==> src/rtl/gate_bist_sequencer.sv <==
// BIST sequencer for the two-input gate bank: sweeps {a,b} through 00..11,
// samples gate_out after a settle window and logs mismatches against a local model.
module gate_bist_sequencer #(
  parameter int SETTLE = 0,
  parameter int LOOPS  = 1
) (
  input  logic       clk,
  input  logic       rst,
  input  logic       start,
  output logic       a,
  output logic       b,
  input  logic [7:0] gate_out,
  output logic       busy,
  output logic       done,
  output logic       pass,
  output logic [7:0] err_count,
  output logic [1:0] fail_vec,
  output logic [7:0] fail_mask
);

  localparam logic [3:0] SETTLE_L   = 4'(SETTLE);
  localparam logic [7:0] LAST_SWEEP = 8'(LOOPS - 1);

  typedef enum logic [1:0] {IDLE, RUN, FIN} state_t;

  state_t     state, state_nxt;
  logic [1:0] vec, vec_nxt;
  logic [3:0] settle_cnt, settle_nxt;
  logic [7:0] sweep_cnt, sweep_nxt;
  logic       busy_nxt, done_nxt, pass_nxt;
  logic [7:0] err_nxt, mask_nxt;
  logic [1:0] fvec_nxt;

  logic [7:0] expected;
  logic [7:0] diff;
  logic       mism;
  logic       sample;
  logic       last;

  assign a = vec[1];
  assign b = vec[0];

  // Bit order: {xnor, xor, nor, nand, not_b, not_a, or, and}
  assign expected = {~(a ^ b), a ^ b, ~(a | b), ~(a & b), ~b, ~a, a | b, a & b};
  assign diff     = expected ^ gate_out;
  assign mism     = |diff;
  assign sample   = (state == RUN) && (settle_cnt == SETTLE_L);
  assign last     = sample && (vec == 2'b11) && (sweep_cnt == LAST_SWEEP);

  always_comb begin
    state_nxt  = state;
    vec_nxt    = vec;
    settle_nxt = settle_cnt;
    sweep_nxt  = sweep_cnt;
    busy_nxt   = busy;
    done_nxt   = 1'b0;
    pass_nxt   = pass;
    err_nxt    = err_count;
    fvec_nxt   = fail_vec;
    mask_nxt   = fail_mask;

    case (state)
      IDLE, FIN: begin
        if (state == FIN) state_nxt = IDLE;
        if (start) begin
          state_nxt  = RUN;
          busy_nxt   = 1'b1;
          vec_nxt    = 2'b00;
          settle_nxt = '0;
          sweep_nxt  = '0;
          err_nxt    = '0;
          pass_nxt   = 1'b0;
          fvec_nxt   = '0;
          mask_nxt   = '0;
        end
      end
      RUN: begin
        if (sample) begin
          settle_nxt = '0;
          if (mism) begin
            if (err_count != 8'hFF) err_nxt = err_count + 8'd1;
            // err_count never returns to zero once bumped, so zero marks "no mismatch yet"
            if (err_count == 8'h00) begin
              fvec_nxt = vec;
              mask_nxt = diff;
            end
          end
          vec_nxt = vec + 2'd1;
          if (vec == 2'b11) sweep_nxt = sweep_cnt + 8'd1;
          if (last) begin
            state_nxt = FIN;
            busy_nxt  = 1'b0;
            done_nxt  = 1'b1;
            vec_nxt   = 2'b00;
            pass_nxt  = (err_nxt == 8'h00);
          end
        end else begin
          settle_nxt = settle_cnt + 4'd1;
        end
      end
      default: state_nxt = IDLE;
    endcase
  end

  always_ff @(posedge clk) begin
    if (rst) begin
      state      <= IDLE;
      vec        <= '0;
      settle_cnt <= '0;
      sweep_cnt  <= '0;
      busy       <= 1'b0;
      done       <= 1'b0;
      pass       <= 1'b0;
      err_count  <= '0;
      fail_vec   <= '0;
      fail_mask  <= '0;
    end else begin
      state      <= state_nxt;
      vec        <= vec_nxt;
      settle_cnt <= settle_nxt;
      sweep_cnt  <= sweep_nxt;
      busy       <= busy_nxt;
      done       <= done_nxt;
      pass       <= pass_nxt;
      err_count  <= err_nxt;
      fail_vec   <= fvec_nxt;
      fail_mask  <= mask_nxt;
    end
  end

endmodule

==> config.mk <==
export PLATFORM = sky130hd
export DESIGN_NAME = gate_bist_sequencer
export DESIGN_NICKNAME = d
export VERILOG_FILES = /design/src/rtl/gate_bist_sequencer.sv
export SDC_FILE = /design/constraint.sdc
export NUM_CORES = 1
export LEC_CHECK = 0
export BUFFER_PORTS_ARGS = -buffer_cell sky130_fd_sc_hd__buf_2
export CORE_MARGIN = 4
export CORE_UTILIZATION = 56
export DETAILED_ROUTE_END_ITERATION = 16
export MAX_ROUTING_LAYER = met4
export PLACE_DENSITY = 0.83
export SLEW_MARGIN = 20
export SYNTH_ARGS = -nofsm -noshare
export SYNTH_HDL_FRONTEND = slang
export SYNTH_SLANG_ARGS = --single-unit
==> constraint.sdc <==
create_clock -name clk -period 3 [get_ports clk]
set_clock_uncertainty 0.1 [all_clocks]
set_input_delay 0.3 -clock clk [delete_from_list [all_inputs] [get_ports clk]]
set_output_delay 0.3 -clock clk [all_outputs]
set_load 0.02 [all_outputs]
# Yosys cells after proc, flatten, opt, wreduce, memory -nomap -nowiden
# Cells that the tools add are included.
# Widths: inputs -> output; s select.
# classes
bitwise	11
addsub	4
n_eq_ne	11
muxes	39
n_reduce_logical	18
# op_table
op	count
$mux 8	11
$pmux 8 s2	3
$logic_not 8->1	3
$mux 2	10
$add 8x1->8 const B	2
$pmux 2 s2	3
$mux 4	2
$ne 2x2->1 const B	4
$ne 8x8->1 const B	1
$pmux 4 s2	1
$reduce_and 4->1	2
$reduce_or 8->1	1
$xor 8x8->8	1
$mux 1	7
$not 1->1	7
$reduce_and 3->1	2
$reduce_and 5->1	1
$add 4x1->4 const B	1
$eq 2x2->1 const B	2
$logic_not 4->1	1
$ne 2x1->1 const B	2
$pmux 1 s2	2
$logic_and 1x1->1	3
$ne 3x3->1 const B	1
other kinds (10)	10
# word_totals
wordCells	93
reg_bits	37

# Longest topological paths before layout
# Gate-level depths: netlist (run 1).
# logic_depth
word_depth	11
mapped_depth	9

# Worst setup path before layout (run 1)
# No wires, ideal clock.
# synth_path
kind	flip-flop to flip-flop
start	register vec[1]
end	register pass
period_less_slack_ns	2.409
setup_slack_ns	0.591
arrival_time_ns	2.222
stages_incl_launch_ff	10
path_cell_list	dfxtp_1 > inv_1 > ha_1 > and3b_1 > o211ai_1 > or2_1 > clkbuf_1 > a41o_1 > o2111ai_1 > o31ai_1
# synth_via
elab_chain_len	11
elab_cells_between_ends	21
classes_between	eq/ne (2); mux (6); bitwise (8); reduce/logical (5)
# synth_lines
element	line	source
start, declared	27	logic [1:0] vec, vec_nxt;
start signal, assigned	119	vec <= vec_nxt;
$and 1x1->1 (tied with other cells)	44	assign expected = {~(a ^ b), a ^ b, ~(a | b), ~(a & b), ~b, ~a, a | b, a & b};
$not 1->1	44	
$xor 8x8->8	45	assign diff = expected ^ gate_out;
$reduce_or 8->1	46	assign mism = |diff;
$mux 8	80	if (mism) begin
$mux 8	78	if (sample) begin
$mux 8	62	case (state)
$logic_not 8->1	95	pass_nxt = (err_nxt == 8'h00);
$mux 1	90	if (last) begin
$mux 1	78	
$pmux 1 s2	62	
end signal, assigned	124	pass <= pass_nxt;
end, declared	15	output logic pass,
# Parallel ways exist; a longest one is shown, timed or not. The select of a mux whose other input is x is not followed.
# A chain may end at the register's enable or synchronous reset.

# Worst setup path after layout (run 1)
# layout_path
start	register vec[1]
end	register fail_vec[0]
# layout_via
elab_chain_len	6
elab_cells_between_ends	11
classes_between	eq/ne (1); bitwise (8); reduce/logical (2)
# layout_lines
element	line	source
$and 1x1->1 (tied with other cells)	44	
$not 1->1	44	
$xor 8x8->8 (*)	45	
$reduce_or 8->1 (*)	46	
$ne 2x2->1 (no line) (*)	-	
$reduce_and 5->1 (no line) (*)	-	
end signal, assigned	126	fail_vec <= fvec_nxt;
end, declared	17	output logic [1:0] fail_vec,
# Mark *: on every way between the ends. The rest lies on a longest branch, timed or not.

==> flow_summary.ini, run 1 <==
[cts]
cts_buffer_depth = 2
clk_pin_slew_ns = 0.11
cts-root-buf = clkbuf_4
cts_buffers = 5
hold_buffers = 0
ctsResizeCount = 0
htreeDepth = 2
cts_sinks = 37
post_cts_buffers = 0
clk_latency_ns = 0.35
cts_tree = yes

[power_and_ir_drop]
switching_power_mw = 0.2840
p_per_area_nw_per_um2 = 471.7
power_leakage_nw = 0.9269
total_power_mw = 1.094
seqPwrFrac_pct = 46.7
p_int_mw = 0.8102
vdd_drop_max_mv = 0.3609
share_comb_of_total_power_pct = 13.3
netSwitchingFraction_pct = 25.96
p_clk_share_pct = 39.9

[route]
wl_per_cell_um = 14.59
finalWirelength_mm = 4.787
drc = 0
via_per_inst = 5.905
postRouteAntennaNets = 0
vias = 1937
first_pass_iters = 4
drt_iter0_markers = 111

[critical_path]
r2r_slack_ns = 0.38
endpoint_kind = flip-flop
r2r-start = vec[1]
critical_path.cell_chain = inv_1 > ha_1 > and3b_1 > o211ai_1 > o21ai_2 > a21o_1 > or3_1 > a21oi_1
crit_fanout = 12
start_kind = flip-flop
path_buf_inv = 1
endpoint = fail_vec[0]
slowest_delay_ns = 0.44
cpLargestDelayFamily = compound AO/OA/AOI/OAI gates
worst-r2r-cell-count = 8
cp_num_cells = 8
r2r_end = fail_vec[0]
critPathSlowestCell = dfxtp_1
worstPathRequired_ns = 3.19
cp.arrival_ns = 2.81
path_class = flip-flop to flip-flop
cp-startpoint = vec[1]

[synth]
synth_top_area_share_pct = 36.68
synth-async-reset-ratio_pct = 0
yosys.area_share.simple_pct = 31.04
synth_xor_area_share_pct = 6.072
synth-edff-count = 0
ys.flop_type = dfxtp_1
yosys_warnings = 0
synth_fa_ha_area_share_pct = 4.957
synth.mux.area_fraction_pct = 1.487
synth_area_um2 = 2019
synth_top_area_cell = dfxtp_1
yosys-top-cells-area = dfxtp_1 37%, nor2_1 6.3%, a21oi_1 6.2%, ha_1 5.0%, xor2_1 3.9%
avgSynthCellArea_um2 = 8.078
synth_compound_area_share_pct = 15.55
synth.ff_latch_count = 37
yosysSeqAreaShare_pct = 36.68
synth_top_family_by_area = simple AND/OR/NAND/NOR gates
synthCells = 250
synth_cell_types = 48
synth_nets = 269

[placed_design]
port_buffers = 33
gp_congestion = 0.9062
hpwl_mm = 3.464

[sta]
clock.fmax_ghz = 0.3819
setup_viol = 0
max_slew_margin_pct = 63.79
min_period_ns = 2.618
period_share_pct = 87.28
hold_violations = 0
worst-slew-pin-transition_ns = 0.5432
setup_tns_ns = 0
rsz0062_at_grt = false
drv_slew = 0

[final_layout]
layout_common_cells = 37 x dfxtp_1, 34 x nor2_1, 33 x buf_2
nets = 300
n_antenna_cell = 0
drive_above_1_share_pct = 17.38
area.growth.synth_to_final_pct = 14.87
fillCellCount = 298
seq_area_um2 = 740.7
multiInputGateArea_um2 = 1194
layout_commonest_cell = dfxtp_1

[global_routing]
grt_pass1_vias = 1699
antenna_found_initial = 0
grt-ovfl-total = 0
grt_usage_pct = 23.29
grt_pass1_wl_mm = 7.941
grt_start_max_net_pins = 33

[die]
start_util_pct = 59.12
fp.dieArea_um2 = 4631
die_y_um = 68.05
ios = 34
rows = 21
coreArea_um2 = 3416
die_w_um = 68.05

[run]
max_cap_viol_count = 0

[hold_path]
hp-class = input port to flip-flop

[outcome]
status = finished, final reports clean
==> routing by layer <==
metal,global-route usage [%],share of wire [%],vias up
met3,5.419,5.3,7
li1,-,-,967
met4,7.444,1.3,0
met2,35.50,47,59
met1,30.47,47,904
met5,-,0,-
==> sequential cells by signal, indices dropped and copies added (netlist names), 2 cells and up <==
register / cells
sweep_cnt: 8
state: 2
fail_mask: 8
settle_cnt: 4
fail_vec: 2
vec: 2
err_count: 8
==> power groups by stage <==
stage          sequential [mW]  combinational, mW  clock, mW
3_5_place_dp             0.522              0.144          0
2_1_floorplan            0.531             0.0933          0
4_1_cts                  0.511              0.145      0.441
6_report                 0.511              0.146      0.437
5_1_grt                  0.514              0.161      0.460
3_3_place_gp             0.522              0.142          0
==> cell usage after synthesis, drive strengths merged (4+ instances only) <==
library cell	number
a21oi	25
xnor2	5
xor2	9
nor2b	4
nor2	35
ha	8
nor3	8
nand4	8
or3	4
nand3	4
dfxtp	37
nor4	13
nand2	15
clkbuf	10
and3	4
inv	10
nand2b	5
o21ai	8
==> through the flow <==
stage          util (%)  area (µm²)  std cells  hold slack, ns  worst slack (ns)
2_1_floorplan         -        2019        250          0.3678            0.5905
5_1_grt           67.91        2320        328          0.3212            0.1641
3_3_place_gp      64.91        2217        320          0.3602            0.5204
3_5_place_dp      64.91        2217        320          0.3646            0.4170
4_1_cts           67.91        2320        328          0.2865            0.3985
6_report          67.91        2320        328          0.2898            0.3816
==> worst min-delay path by stage <==
stage	cells after the start	startpoint	to	slack [ns]
floorplan	2	settle_cnt[3]	settle_cnt[3]	0.37
global placement	2	fail_vec[0]	fail_vec[0]	0.36
finish	3	start	state[0]	0.29
detailed placement	2	fail_vec[0]	fail_vec[0]	0.36
CTS	3	start	state[0]	0.29
global route	3	start	state[0]	0.32
==> cell families (layout without fill, tap and decap cells) <==
family / count (synthesis) / after routing
buf+inv: 22 / 54
mux: 3 / 3
xor+xnor: 14 / 14
fa+ha+maj: 8 / 8
compound gates: 51 / 51
simple gates: 115 / 115
flops: 37 / 37
==> worst min-delay path, cell delays in order <==
cell      delay [ns]
buf_2           0.09
nand2b_1        0.16
a21oi_1         0.16
==> cell type report <==
cell class	instances	area share, %
multi-input cells	191	51.46
flip-flops and latches	37	31.93
repair buffers	36	8.091
clock inverters	3	2.805
well taps	46	2.481
clock buffers	5	1.618
inverters	10	1.618
Power figures use the tool's default switching activity.
==> inputs of run 2 (changes only) <==
RECOVER_POWER = 100   (was default)
==> run 2 against run 1 <==
Compared with the run above:
- highest routed layer unchanged
- largest power group unchanged
- setup slack worse by 0.0035 ns
- critical endpoint is now err_count[3]
- critical path type unchanged
- utilization down 1.2 points
- largest cell class unchanged
- clock power about the same
==> flow_summary.ini, run 2 (synthesized netlist as in run 1, its figures left out) <==
[outcome]
status = finished, final reports clean

[cts]
clk_pin_slew_ns = 0.11
post_cts_buffers = 0
cts_sinks = 37
cts_buffer_depth = 2
cts_tree = yes
cts-root-buf = clkbuf_4
ctsResizeCount = 0
hold_buffers = 0
clk_latency_ns = 0.35
cts_buffers = 5
htreeDepth = 2

[die]
start_util_pct = 59.12
die_y_um = 68.05
rows = 21
ios = 34
fp.dieArea_um2 = 4631
coreArea_um2 = 3416
die_w_um = 68.05

[sta]
min_period_ns = 2.622
setup_tns_ns = 0
period_share_pct = 87.40
max_slew_margin_pct = 59.47
hold_violations = 0
clock.fmax_ghz = 0.3814
setup_viol = 0
drv_slew = 0
worst-slew-pin-transition_ns = 0.6058
rsz0062_at_grt = false

[power_and_ir_drop]
p_per_area_nw_per_um2 = 477.2
netSwitchingFraction_pct = 25.78
p_int_mw = 0.8075
share_comb_of_total_power_pct = 13.1
power_leakage_nw = 0.8254
switching_power_mw = 0.2805
vdd_drop_max_mv = 0.3625
p_clk_share_pct = 39.9
seqPwrFrac_pct = 47.0

[critical_path]
worst_path_most_repeated_cell = nor2_1
start_kind = flip-flop
r2r-start = vec[1]
critical_path.cell_chain = inv_1 > ha_1 > nor3b_1 > o211ai_1 > nor2_1 > nor2_1 > a21o_1 > a311oi_1
crit_fanout = 10
worst-r2r-cell-count = 8
slowest_delay_ns = 0.51
r2r_end = err_count[3]
path_class = flip-flop to flip-flop
path_buf_inv = 1
cpLargestDelayFamily = simple AND/OR/NAND/NOR gates
critPathSlowestCell = nor2_1
cp.arrival_ns = 2.78
endpoint_kind = flip-flop
r2r_slack_ns = 0.38
worstPathRequired_ns = 3.15

[global_routing]
grt-ovfl-total = 0
grt_start_max_net_pins = 33
grt_pass1_vias = 1699
antenna_found_initial = 0
grt_usage_pct = 23.29
grt_pass1_wl_mm = 7.941

[hold_path]
hold_depth = 3
whs_endpoint = state[0]
hold_start = start
hp-class = input port to flip-flop

[final_layout]
area.growth.synth_to_final_pct = 12.89
fillCellCount = 313
layout_common_cells = 37 x dfxtp_1, 35 x nor2_1, 25 x a21oi_1
n_antenna_cell = 0
reg_top3 = err_count: 8 flops, fail_mask: 8 flops, sweep_cnt: 8 flops
drive_above_1_share_pct = 8.156
multiInputGateArea_um2 = 1186
fin_cells = 328
nets = 300
layout_commonest_cell = dfxtp_1
seq_area_um2 = 740.7

[placed_design]
placed_cells = 320
port_buffers = 33
hpwl_mm = 3.464
gp_congestion = 0.9062

[route]
drt_iter0_markers = 93
via_per_inst = 5.878
first_pass_iters = 4
drc = 0
postRouteAntennaNets = 0
finalWirelength_mm = 4.787
vias = 1928
wl_per_cell_um = 14.59

[run]
max_cap_viol_count = 0
## run 2: worst min-delay path: stages
cell and delay, ns:
buf_2 0.09, nand2b_1 0.15, a21oi_1 0.16
## run 2: layout make-up
cell class                 count  area share [%]
timing repair buffer          36           6.806
clock buffer                   5           1.647
tap                           46           2.525
multi-input combinational    191           52.03
clock inverter                 3           2.854
inverter                      10           1.647
sequential                    37           32.49
## run 2: worst max-delay path by stage
stage / start / to / slack [ns] / cells after the start
2_1_floorplan: vec[1] / pass / 0.59 / 9
3_3_place_gp: vec[1] / fail_vec[1] / 0.52 / 8
3_5_place_dp: vec[1] / fail_vec[0] / 0.42 / 8
4_1_cts: vec[1] / fail_vec[0] / 0.40 / 8
5_1_grt: vec[1] / err_count[3] / 0.13 / 8
6_report: vec[1] / err_count[3] / 0.38 / 8
## run 2: metal layers
layer	share of wire, %	up-vias	global-route usage, %
li1	-	967	-
met1	45	884	30.47
met5	0	-	-
met3	6.5	6	5.419
met2	47	71	35.50
met4	0.79	0	7.444
## run 2: stage by stage
stage | area [µm²] | utilization [%] | total power, mW | hold WS [ns] | setup slack, ns
after floorplan | 2019 | - | 0.6248 | 0.3678 | 0.5905
after global placement | 2217 | 64.91 | 0.6632 | 0.3602 | 0.5204
after detailed placement | 2217 | 64.91 | 0.6662 | 0.3646 | 0.4170
after CTS | 2320 | 67.91 | 1.097 | 0.2865 | 0.3985
after global routing | 2280 | 66.74 | 1.131 | 0.3062 | 0.1295
final | 2280 | 66.74 | 1.088 | 0.2849 | 0.3781
## run 2: power by group through the flow
stage               Sequential [mW]  Clock [mW]  Combinational, mW
finish                        0.511       0.434              0.142
CTS                           0.511       0.441              0.145
global route                  0.514       0.460              0.157
detailed placement            0.522           0              0.144
global placement              0.522           0              0.142
floorplan                     0.531           0             0.0933
==> inputs of run 3 (changes only) <==
REMOVE_ABC_BUFFERS = 1   (was default)
==> run 3 against run 2 <==
Compared with the run above:
- clock-buffer cell count up 1
- first-iteration DRC count down 5.4%
- fmax down 0.70%
- design area down 2.3%
- setup slack worse by 0.019 ns
- sequential share of layout area up 0.75 points
- non-clock buffer count unchanged
- highest routed layer unchanged
- utilization down 1.5 points
- die area unchanged
- cell count unchanged
- wire length down 4.3%
==> flow_summary.ini, run 3 (synthesized netlist as in run 1, its figures left out) <==
[sta]
max_slew_margin_pct = 61.50
hold_violations = 0
setup_tns_ns = 0
setup_viol = 0
min_period_ns = 2.641
period_share_pct = 88.02
drv_slew = 0
clock.fmax_ghz = 0.3787
rsz0062_at_grt = false
worst-slew-pin-transition_ns = 0.5754

[placed_design]
placedInstanceArea_um2 = 2217
gp_congestion = 0.8440
hpwl_mm = 3.343
port_buffers = 33

[critical_path]
start_kind = flip-flop
worst-r2r-cell-count = 8
r2r_slack_ns = 0.36
endpoint_kind = flip-flop
cp.arrival_ns = 2.84
path_class = flip-flop to flip-flop
endpoint = fail_vec[0]
r2r-start = vec[0]
r2r_end = fail_vec[0]
cp-startpoint = vec[0]
worstPathRequired_ns = 3.20
crit_fanout = 12

[route]
top_layer = met4
first_pass_iters = 4
drt_iter0_markers = 88
wl_met2_mm = 2.265
postRouteAntennaNets = 0
vias = 1909
via_per_inst = 5.820
drc = 0
met1_length_mm = 2.022
wl_met3_um = 229
wl_per_cell_um = 13.97
finalWirelength_mm = 4.581

[power_and_ir_drop]
power_leakage_nw = 0.8034
vdd_drop_max_mv = 0.2081
p_per_area_nw_per_um2 = 408.5
total_power_mw = 0.9104

[final_layout]
reg_top3 = err_count: 8 flops, fail_mask: 8 flops, sweep_cnt: 8 flops
layout_commonest_cell = dfxtp_1
area.growth.synth_to_final_pct = 10.35
fin_area_um2 = 2228
drive_above_1_share_pct = 7.801
n_antenna_cell = 0
layout_common_cells = 37 x dfxtp_1, 35 x nor2_1, 25 x a21oi_1
nets = 300

[cts]
clk_latency_ns = 0.36
post_cts_buffers = 0
cts_buffers = 5
hold_buffers = 0
clk_pin_slew_ns = 0.11
ctsResizeCount = 0
cts-root-buf = clkbuf_4
cts_tree = yes
cts_buffer_depth = 2
htreeDepth = 2
cts_sinks = 37

[run]
max_cap_viol_count = 0

[global_routing]
grt_pass1_wl_mm = 7.872
grt_start_max_net_pins = 33
grt-ovfl-total = 0
grt_pass1_vias = 1702
antenna_found_initial = 0
grt_usage_pct = 23.10

[hold_path]
hp-class = input port to flip-flop

[die]
die_w_um = 68.05
fp.dieArea_um2 = 4631
rows = 21
coreArea_um2 = 3416
start_util_pct = 59.12
ios = 34
die_y_um = 68.05

[outcome]
status = finished, final reports clean
## run 3: changes by cell type in the layout (fill, tap and decap cells not counted)
cell / change
bufinv_16: -2
clkinv_2: +1
o21ai_2: -1
buf_4: +1
o21ai_1: +1
## run 3: cell type report
| type | instances | area, µm² |
|---|---|---|
| Fill cell | 341 | 1187 |
| Inverter | 10 | 37.54 |
| Sequential cell | 37 | 740.7 |
| Clock inverter | 2 | 10.01 |
| Multi-Input combinational cell | 191 | 1182 |
| Tap cell | 46 | 57.56 |
| Clock buffer | 6 | 41.29 |
| Timing Repair Buffer | 36 | 158.9 |
## run 3: worst min-delay path by stage
| stage | startpoint | end | cells past startpoint |
|---|---|---|---|
| after CTS | start | state[0] | 3 |
| after global routing | start | state[0] | 3 |
| after floorplan | rst | err_count[2] | 1 |
| after global placement | fail_vec[1] | fail_vec[1] | 2 |
| final | start | state[0] | 3 |
| after detailed placement | fail_vec[1] | fail_vec[1] | 2 |
## run 3: per-layer routing
| metal | up-vias | GRT usage (%) |
|---|---|---|
| met2 | 47 | 35.98 |
| met4 | 0 | 8.685 |
| met5 | - | - |
| met1 | 889 | 28.73 |
| li1 | 968 | - |
| met3 | 5 | 5.911 |
## run 3: power breakdown
part	total, mW	internal (mW)	switching (mW)
clock network	0.260	0.0892	0.171
registers	0.511	0.502	0.00984
logic	0.139	0.0476	0.0915
total	0.910	0.638	0.272
## run 3: through the flow
step	setup WS [ns]	hold slack (ns)	util (%)	std cells
detailed placement	0.4117	0.3511	64.91	320
global placement	0.5275	0.3512	64.91	320
finish	0.3595	0.2371	65.24	328
global route	0.04726	0.2748	65.24	328
floorplan	0.5170	0.2691	-	238
CTS	0.3987	0.2409	66.41	328
## run 3: worst max-delay path, cell delays in order (launching register included)
cell	delay (ns)
dfxtp_1	0.46
inv_1	0.09
ha_1	0.34
and3b_1	0.20
o211ai_1	0.29
o21ai_1	0.25
a21o_1	0.37
or3_1	0.35
a21oi_1	0.13
